## src/rtl/regfile_pkg.sv

```systemverilog
// rtl/regfile_pkg.sv - shared widths and types for the integer register file
package regfile_pkg;

  localparam int REG_DATA_WIDTH = 32;
  localparam int REG_ADDR_WIDTH = 5;
  localparam int REG_COUNT      = 2 ** REG_ADDR_WIDTH;

  typedef logic [REG_DATA_WIDTH-1:0] reg_data_t;
  typedef logic [REG_ADDR_WIDTH-1:0] reg_addr_t;

endpackage

```

## src/rtl/regfile_if.sv

```systemverilog
// rtl/regfile_if.sv - register file bundle between decode/writeback and storage
interface regfile_if;
  import regfile_pkg::*;

  logic      clk;
  logic      reset;
  logic      rd0_en;
  reg_addr_t rd0_addr;
  reg_data_t rd0_data;
  logic      rd1_en;
  reg_addr_t rd1_addr;
  reg_data_t rd1_data;
  logic      wr_en;
  reg_addr_t wr_addr;
  reg_data_t wr_data;

  modport regfile (
    input  clk, reset,
    input  rd0_en, rd0_addr, rd1_en, rd1_addr,
    input  wr_en, wr_addr, wr_data,
    output rd0_data, rd1_data
  );

  modport client (
    output clk, reset,
    output rd0_en, rd0_addr, rd1_en, rd1_addr,
    output wr_en, wr_addr, wr_data,
    input  rd0_data, rd1_data
  );

endinterface

```

## src/rtl/regfile_read_port.sv

```systemverilog
// rtl/regfile_read_port.sv - registered read port with x0 masking and write-first bypass
module regfile_read_port
  import regfile_pkg::*;
(
  input  logic      clk_i,
  input  logic      reset_i,
  input  logic      en_i,
  input  reg_addr_t addr_i,
  input  logic      wr_en_i,
  input  reg_addr_t wr_addr_i,
  input  reg_data_t wr_data_i,
  input  reg_data_t mem_data_i,
  output reg_data_t rd_data_o
);

  reg_data_t data_q, data_d;

  // x0 wins over the bypass so a same-edge write to x0 can never leak out
  always_comb begin
    data_d = data_q;
    if (en_i) begin
      if (addr_i == '0) begin
        data_d = '0;
      end else if (wr_en_i && (wr_addr_i == addr_i)) begin
        data_d = wr_data_i;
      end else begin
        data_d = mem_data_i;
      end
    end
  end

  always_ff @(posedge clk_i) begin
    if (reset_i) begin
      data_q <= '0;
    end else begin
      data_q <= data_d;
    end
  end

  assign rd_data_o = data_q;

endmodule

```

## src/rtl/register32bit_file.sv

```systemverilog
// rtl/register32bit_file.sv - 32x32 RISC-V integer register file, two registered reads, one write
module register32bit_file
  import regfile_pkg::*;
#(
  parameter int DATA_WIDTH = REG_DATA_WIDTH,
  parameter int ADDR_WIDTH = REG_ADDR_WIDTH
)
(
  regfile_if.regfile reg_if
);

  localparam int NREGS = 2 ** ADDR_WIDTH;

  logic [DATA_WIDTH-1:0] mem_q [NREGS];

  // Entry 0 is cleared on reset and never written, so it always holds zero
  always_ff @(posedge reg_if.clk) begin
    if (reg_if.reset) begin
      for (int i = 0; i < NREGS; i++) begin
        mem_q[i] <= '0;
      end
    end else if (reg_if.wr_en && (reg_if.wr_addr != '0)) begin
      mem_q[reg_if.wr_addr] <= reg_if.wr_data;
    end
  end

  regfile_read_port u_rd0 (
    .clk_i      (reg_if.clk),
    .reset_i    (reg_if.reset),
    .en_i       (reg_if.rd0_en),
    .addr_i     (reg_if.rd0_addr),
    .wr_en_i    (reg_if.wr_en),
    .wr_addr_i  (reg_if.wr_addr),
    .wr_data_i  (reg_if.wr_data),
    .mem_data_i (mem_q[reg_if.rd0_addr]),
    .rd_data_o  (reg_if.rd0_data)
  );

  regfile_read_port u_rd1 (
    .clk_i      (reg_if.clk),
    .reset_i    (reg_if.reset),
    .en_i       (reg_if.rd1_en),
    .addr_i     (reg_if.rd1_addr),
    .wr_en_i    (reg_if.wr_en),
    .wr_addr_i  (reg_if.wr_addr),
    .wr_data_i  (reg_if.wr_data),
    .mem_data_i (mem_q[reg_if.rd1_addr]),
    .rd_data_o  (reg_if.rd1_data)
  );

endmodule

```

## src/flat_wrapper.sv

```systemverilog
// flat-port wrapper written by rule: the top's interface ports become plain ports
module register32bit_file_flat import regfile_pkg::*;
#(
  parameter int DATA_WIDTH = REG_DATA_WIDTH,
  parameter int ADDR_WIDTH = REG_ADDR_WIDTH
)
  (reg_if_clk, reg_if_reset, reg_if_rd0_en, reg_if_rd0_addr, reg_if_rd1_en, reg_if_rd1_addr, reg_if_wr_en, reg_if_wr_addr, reg_if_wr_data, reg_if_rd0_data, reg_if_rd1_data);
  regfile_if reg_if_i ();
  input wire logic [$bits(reg_if_i.clk)-1:0] reg_if_clk;
  input wire logic [$bits(reg_if_i.reset)-1:0] reg_if_reset;
  input wire logic [$bits(reg_if_i.rd0_en)-1:0] reg_if_rd0_en;
  input wire logic [$bits(reg_if_i.rd0_addr)-1:0] reg_if_rd0_addr;
  input wire logic [$bits(reg_if_i.rd1_en)-1:0] reg_if_rd1_en;
  input wire logic [$bits(reg_if_i.rd1_addr)-1:0] reg_if_rd1_addr;
  input wire logic [$bits(reg_if_i.wr_en)-1:0] reg_if_wr_en;
  input wire logic [$bits(reg_if_i.wr_addr)-1:0] reg_if_wr_addr;
  input wire logic [$bits(reg_if_i.wr_data)-1:0] reg_if_wr_data;
  output wire logic [$bits(reg_if_i.rd0_data)-1:0] reg_if_rd0_data;
  output wire logic [$bits(reg_if_i.rd1_data)-1:0] reg_if_rd1_data;
  assign reg_if_i.clk = reg_if_clk;
  assign reg_if_i.reset = reg_if_reset;
  assign reg_if_i.rd0_en = reg_if_rd0_en;
  assign reg_if_i.rd0_addr = reg_if_rd0_addr;
  assign reg_if_i.rd1_en = reg_if_rd1_en;
  assign reg_if_i.rd1_addr = reg_if_rd1_addr;
  assign reg_if_i.wr_en = reg_if_wr_en;
  assign reg_if_i.wr_addr = reg_if_wr_addr;
  assign reg_if_i.wr_data = reg_if_wr_data;
  assign reg_if_rd0_data = reg_if_i.rd0_data;
  assign reg_if_rd1_data = reg_if_i.rd1_data;
  register32bit_file #(.DATA_WIDTH(DATA_WIDTH), .ADDR_WIDTH(ADDR_WIDTH)) u_core (.reg_if(reg_if_i));
endmodule
```

## config.mk

```make
export PLATFORM = sky130hd
export DESIGN_NAME = register32bit_file_flat
export DESIGN_NICKNAME = d
export VERILOG_FILES = /design/src/rtl/regfile_pkg.sv /design/src/rtl/regfile_if.sv /design/src/rtl/regfile_read_port.sv /design/src/rtl/register32bit_file.sv /design/src/flat_wrapper.sv
export SDC_FILE = /design/constraint.sdc
export NUM_CORES = 2
export LEC_CHECK = 0
export BUFFER_PORTS_ARGS = -buffer_cell sky130_fd_sc_hd__buf_2
export CELL_PAD_IN_SITES_DETAIL_PLACEMENT = 1
export CELL_PAD_IN_SITES_GLOBAL_PLACEMENT = 1
export CORE_ASPECT_RATIO = 1.75
export CORE_MARGIN = 4
export CORE_UTILIZATION = 50
export DETAILED_ROUTE_END_ITERATION = 8
export PLACE_DENSITY = 0.79
export SLEW_MARGIN = 20
export SYNTH_ARGS = -nofsm -noshare
export SYNTH_HDL_FRONTEND = slang
export SYNTH_SLANG_ARGS = --single-unit
```

## constraint.sdc

```tcl
create_clock -name reg_if_clk -period 10.3 [get_ports reg_if_clk]
set_input_delay 0 -clock reg_if_clk [delete_from_list [all_inputs] [get_ports reg_if_clk]]
set_output_delay 0 -clock reg_if_clk [all_outputs]
set_load 0.005 [all_outputs]
```

==> impl_metrics.toml <==
[cts]
htreeDepth = 3
cts_buffers = 102
clock_sinks = 1088
cts_tree = "yes"
insertion_delay_ns = 0.76
clkTransAtPathRegs_ns = 0.06
post_cts_resize_count = 0
cts-root-buf = "clkbuf_16"
clk_path_buf_depth = 3

[critical_path]
cp-start-kind = "primary input"
r2r-start = "u_core.mem_q[27][10]"
crit_chain = "dlygate4sd3_1 -> buf_4 -> nor2_1 -> nand3_2 -> o21ai_4 -> buf_4"
end_kind = "register"
r2r-end = "u_core.u_rd0.rd_data_o[10]"
r2r_slack_ns = 8.16
critical_path_class = "primary input to register"
reg2reg_depth = 6
worst-endpoint-required_ns = 10.66
critPathSlowestCell = "o21ai_4"
worstPathMaxFanout = 22
cpMostUsedCell = "buf_4"
slowest_delay_ns = 1.12
crit_arrival_ns = 3.75

[synthesis]
avgSynthCellArea_um2 = 15.14
synth.top_cells.by_area = "edfxtp_1, mux4_2, and2_1"
syn_area_um2 = 56930
yosys.area.top_type = "edfxtp_1"
synth_flop_cell = "edfxtp_1"
synth_compound_area_frac = 0.03873
synth_top_area_share = 0.5402
async_flop_share = 0
synth_top_family_by_area = "multiplexers"
synth_cell_types = 45
synth_fa_ha_area_frac = 0
synth_edf_count = 1024
yosysWarnings = 0
ys_seq_area_frac = 0.5627
synthXorXnorAreaFrac = 0.001539
synthCells = 3761
ys_seq_elements = 1088
synthMuxAreaShare = 0.2280
synth-simple-area-share = 0.1341

[layout]
drive_gt1_frac = 0.2578
nets = 3824
seq_area_um2 = 32030
area_growth_pct = 11.01
final_cell_mix = "edfxtp_1, and2_1, mux4_2, a21oi_1"
fill_cells = 10530
layout_commonest_cell = "edfxtp_1"
finish.utilization = 0.5593
multi_input_area_um2 = 23680

[global_routing]
grt_pass1_wl_mm = 310.5
grt_pass1_vias = 40960
globalRoute.totalOverflow = 0
grt_max_degree = 137
antenna_found_initial = 23
grt_use_total = 0.3706

[flow_run]
maxCapViolations = 0

[sta]
slew_viol_final = 0
rsz0062_at_grt = "false"
fin_crit_sh = 0.3284
fin_crit_ns = 3.383
setup_viol_count_final = 0
fin_setup_tns_ns = 0
tightest_slew_ns = 1.207
skew_ns = 0.02869
hold_viol_final = 0
max_slew_margin = 0.1954
max_freq_ghz = 0.2956

[route]
first_iter_violations = 5838
dr_wl_met3_mm = 28.16
routedWlPerCell_um = 41.70
route.met2.wl_mm = 106.1
drtAntennaViolNets = 0
highest_layer = "met5"
dr.pass1.iters = 8
vias = 39060
wl_met1_mm = 70.38
viasPerCell = 7.276
drt-total-wl_mm = 223.9
drc = 4

[worst_hold_path]
min_from = "reg_if_rd0_addr[4]"
hp-class = "primary input to register"
min_path_cells = 5
hold_end = "u_core.u_rd0.rd_data_o[21]"

[floorplanning]
die-area_um2 = 119500
die_h_um = 454.4
die_w_um = 263.1
start_util = 0.5038
core-area_um2 = 113000
ios = 116
num_rows = 163

[power_and_ir_drop]
leakage_nw = 21.57
pwr-share-clk = 0.380
internal-power_w = 0.007819
ir_drop_v = 0.0001941
p_seq_frac = 0.500
swShare = 0.2569
p_comb_frac = 0.119
powerDensity_nw_per_um2 = 166.5
p_switching_w = 0.002703

[place]
numPortBuffers = 115
dp_hpwl_mm = 129.0
place.gp.congestion = 0.8857

[run_status]
status = "complete, but fails checks"
violations = "DRC"
## flip-flops by register name (all words and copies together) (netlist names)
name and count:
u_core.mem_q 1024, u_core.u_rd0.rd_data_o 32, u_core.u_rd1.rd_data_o 32
## cell type report
cell class                      instances  share of cell area
Timing Repair Buffer                  273             0.03190
Inverter                               29            0.001722
Multi-Input combinational cell       2278              0.3747
Tap cell                             1485             0.02940
Antenna cell                           23           0.0009107
Clock inverter                         72             0.01253
Clock buffer                          120             0.04195
Sequential cell                      1088              0.5069
## cells in the mapped netlist (all sizes together) (7+ instances only)
cell / count
nand3: 35
nand2: 29
nor2: 69
clkbuf: 278
nand3b: 7
o22ai: 58
a221o: 30
a21oi: 114
nand2b: 69
buf: 119
inv: 29
edfxtp: 1024
a22oi: 35
o211ai: 27
and2: 995
mux2i: 66
o221ai: 11
dfxtp: 64
mux4: 536
nor2b: 45
mux2: 22
o21ai: 69
## worst max-delay path by stage
stage	start	to	slack (ns)	cells after the start
2_1_floorplan	reg_if_wr_addr[2]	u_core.mem_q[12][0]	6.67	6
3_3_place_gp	reg_if_rd0_addr[4]	u_core.u_rd0.rd_data_o[1]	6.59	7
3_5_place_dp	reg_if_rd0_addr[4]	u_core.u_rd0.rd_data_o[1]	6.55	7
4_1_cts	reg_if_rd0_addr[4]	u_core.u_rd0.rd_data_o[17]	6.95	8
5_1_grt	reg_if_rd0_addr[0]	u_core.u_rd0.rd_data_o[10]	6.82	9
6_report	reg_if_reset	u_core.mem_q[23][6]	6.92	6
## cells by family after synthesis
group           Yosys count
simple gates           1261
flops                  1088
mux                     624
buf+inv                 426
compound gates          351
xor+xnor                 10
other cells               1
## worst max-delay path, delay by kind of cell
family,cells,cell delay [ns]
AOI/OAI and AO/OA,1,1.12
buffers and inverters,3,1.47
and+or+nand+nor,2,1.04
## per-stage QoR
stage	setup WS (ns)	hold slack [ns]	std cells	total power [W]	instance area, um^2
2_1_floorplan	6.668	0.1453	3792	0.006036	57040
3_3_place_gp	6.587	0.4002	5100	0.006499	59150
3_5_place_dp	6.552	0.4022	5101	0.006551	59180
4_1_cts	6.949	0.03285	5344	0.01049	63130
5_1_grt	6.823	0.06536	5350	0.01076	63150
6_report	6.917	0.08641	5368	0.01052	63200
## routing by layer
metal,GRT usage,up-vias
li1,-,14410
met1,0.4356,20160
met2,0.5964,3490
met3,0.09703,996
met4,0.2625,2
met5,0,-
## power by group through the flow
stage / clock network, W / registers, W / logic [W]
after floorplan: 0 / 0.00527 / 0.000767
after global placement: 0 / 0.00531 / 0.00119
after detailed placement: 0 / 0.00534 / 0.00121
after CTS: 0.00401 / 0.00525 / 0.00123
after global routing: 0.00419 / 0.00527 / 0.00129
final: 0.00400 / 0.00526 / 0.00126
## timing repair
item / 4_1_cts / 5_1_grt
hold endpoints to repair: 1064 / 0
hold buffers: 51 / 0
setup buffers: 0 / 0
setup endpoints to repair: 0 / 0
Note: power is estimated with default switching activity, not from simulation.
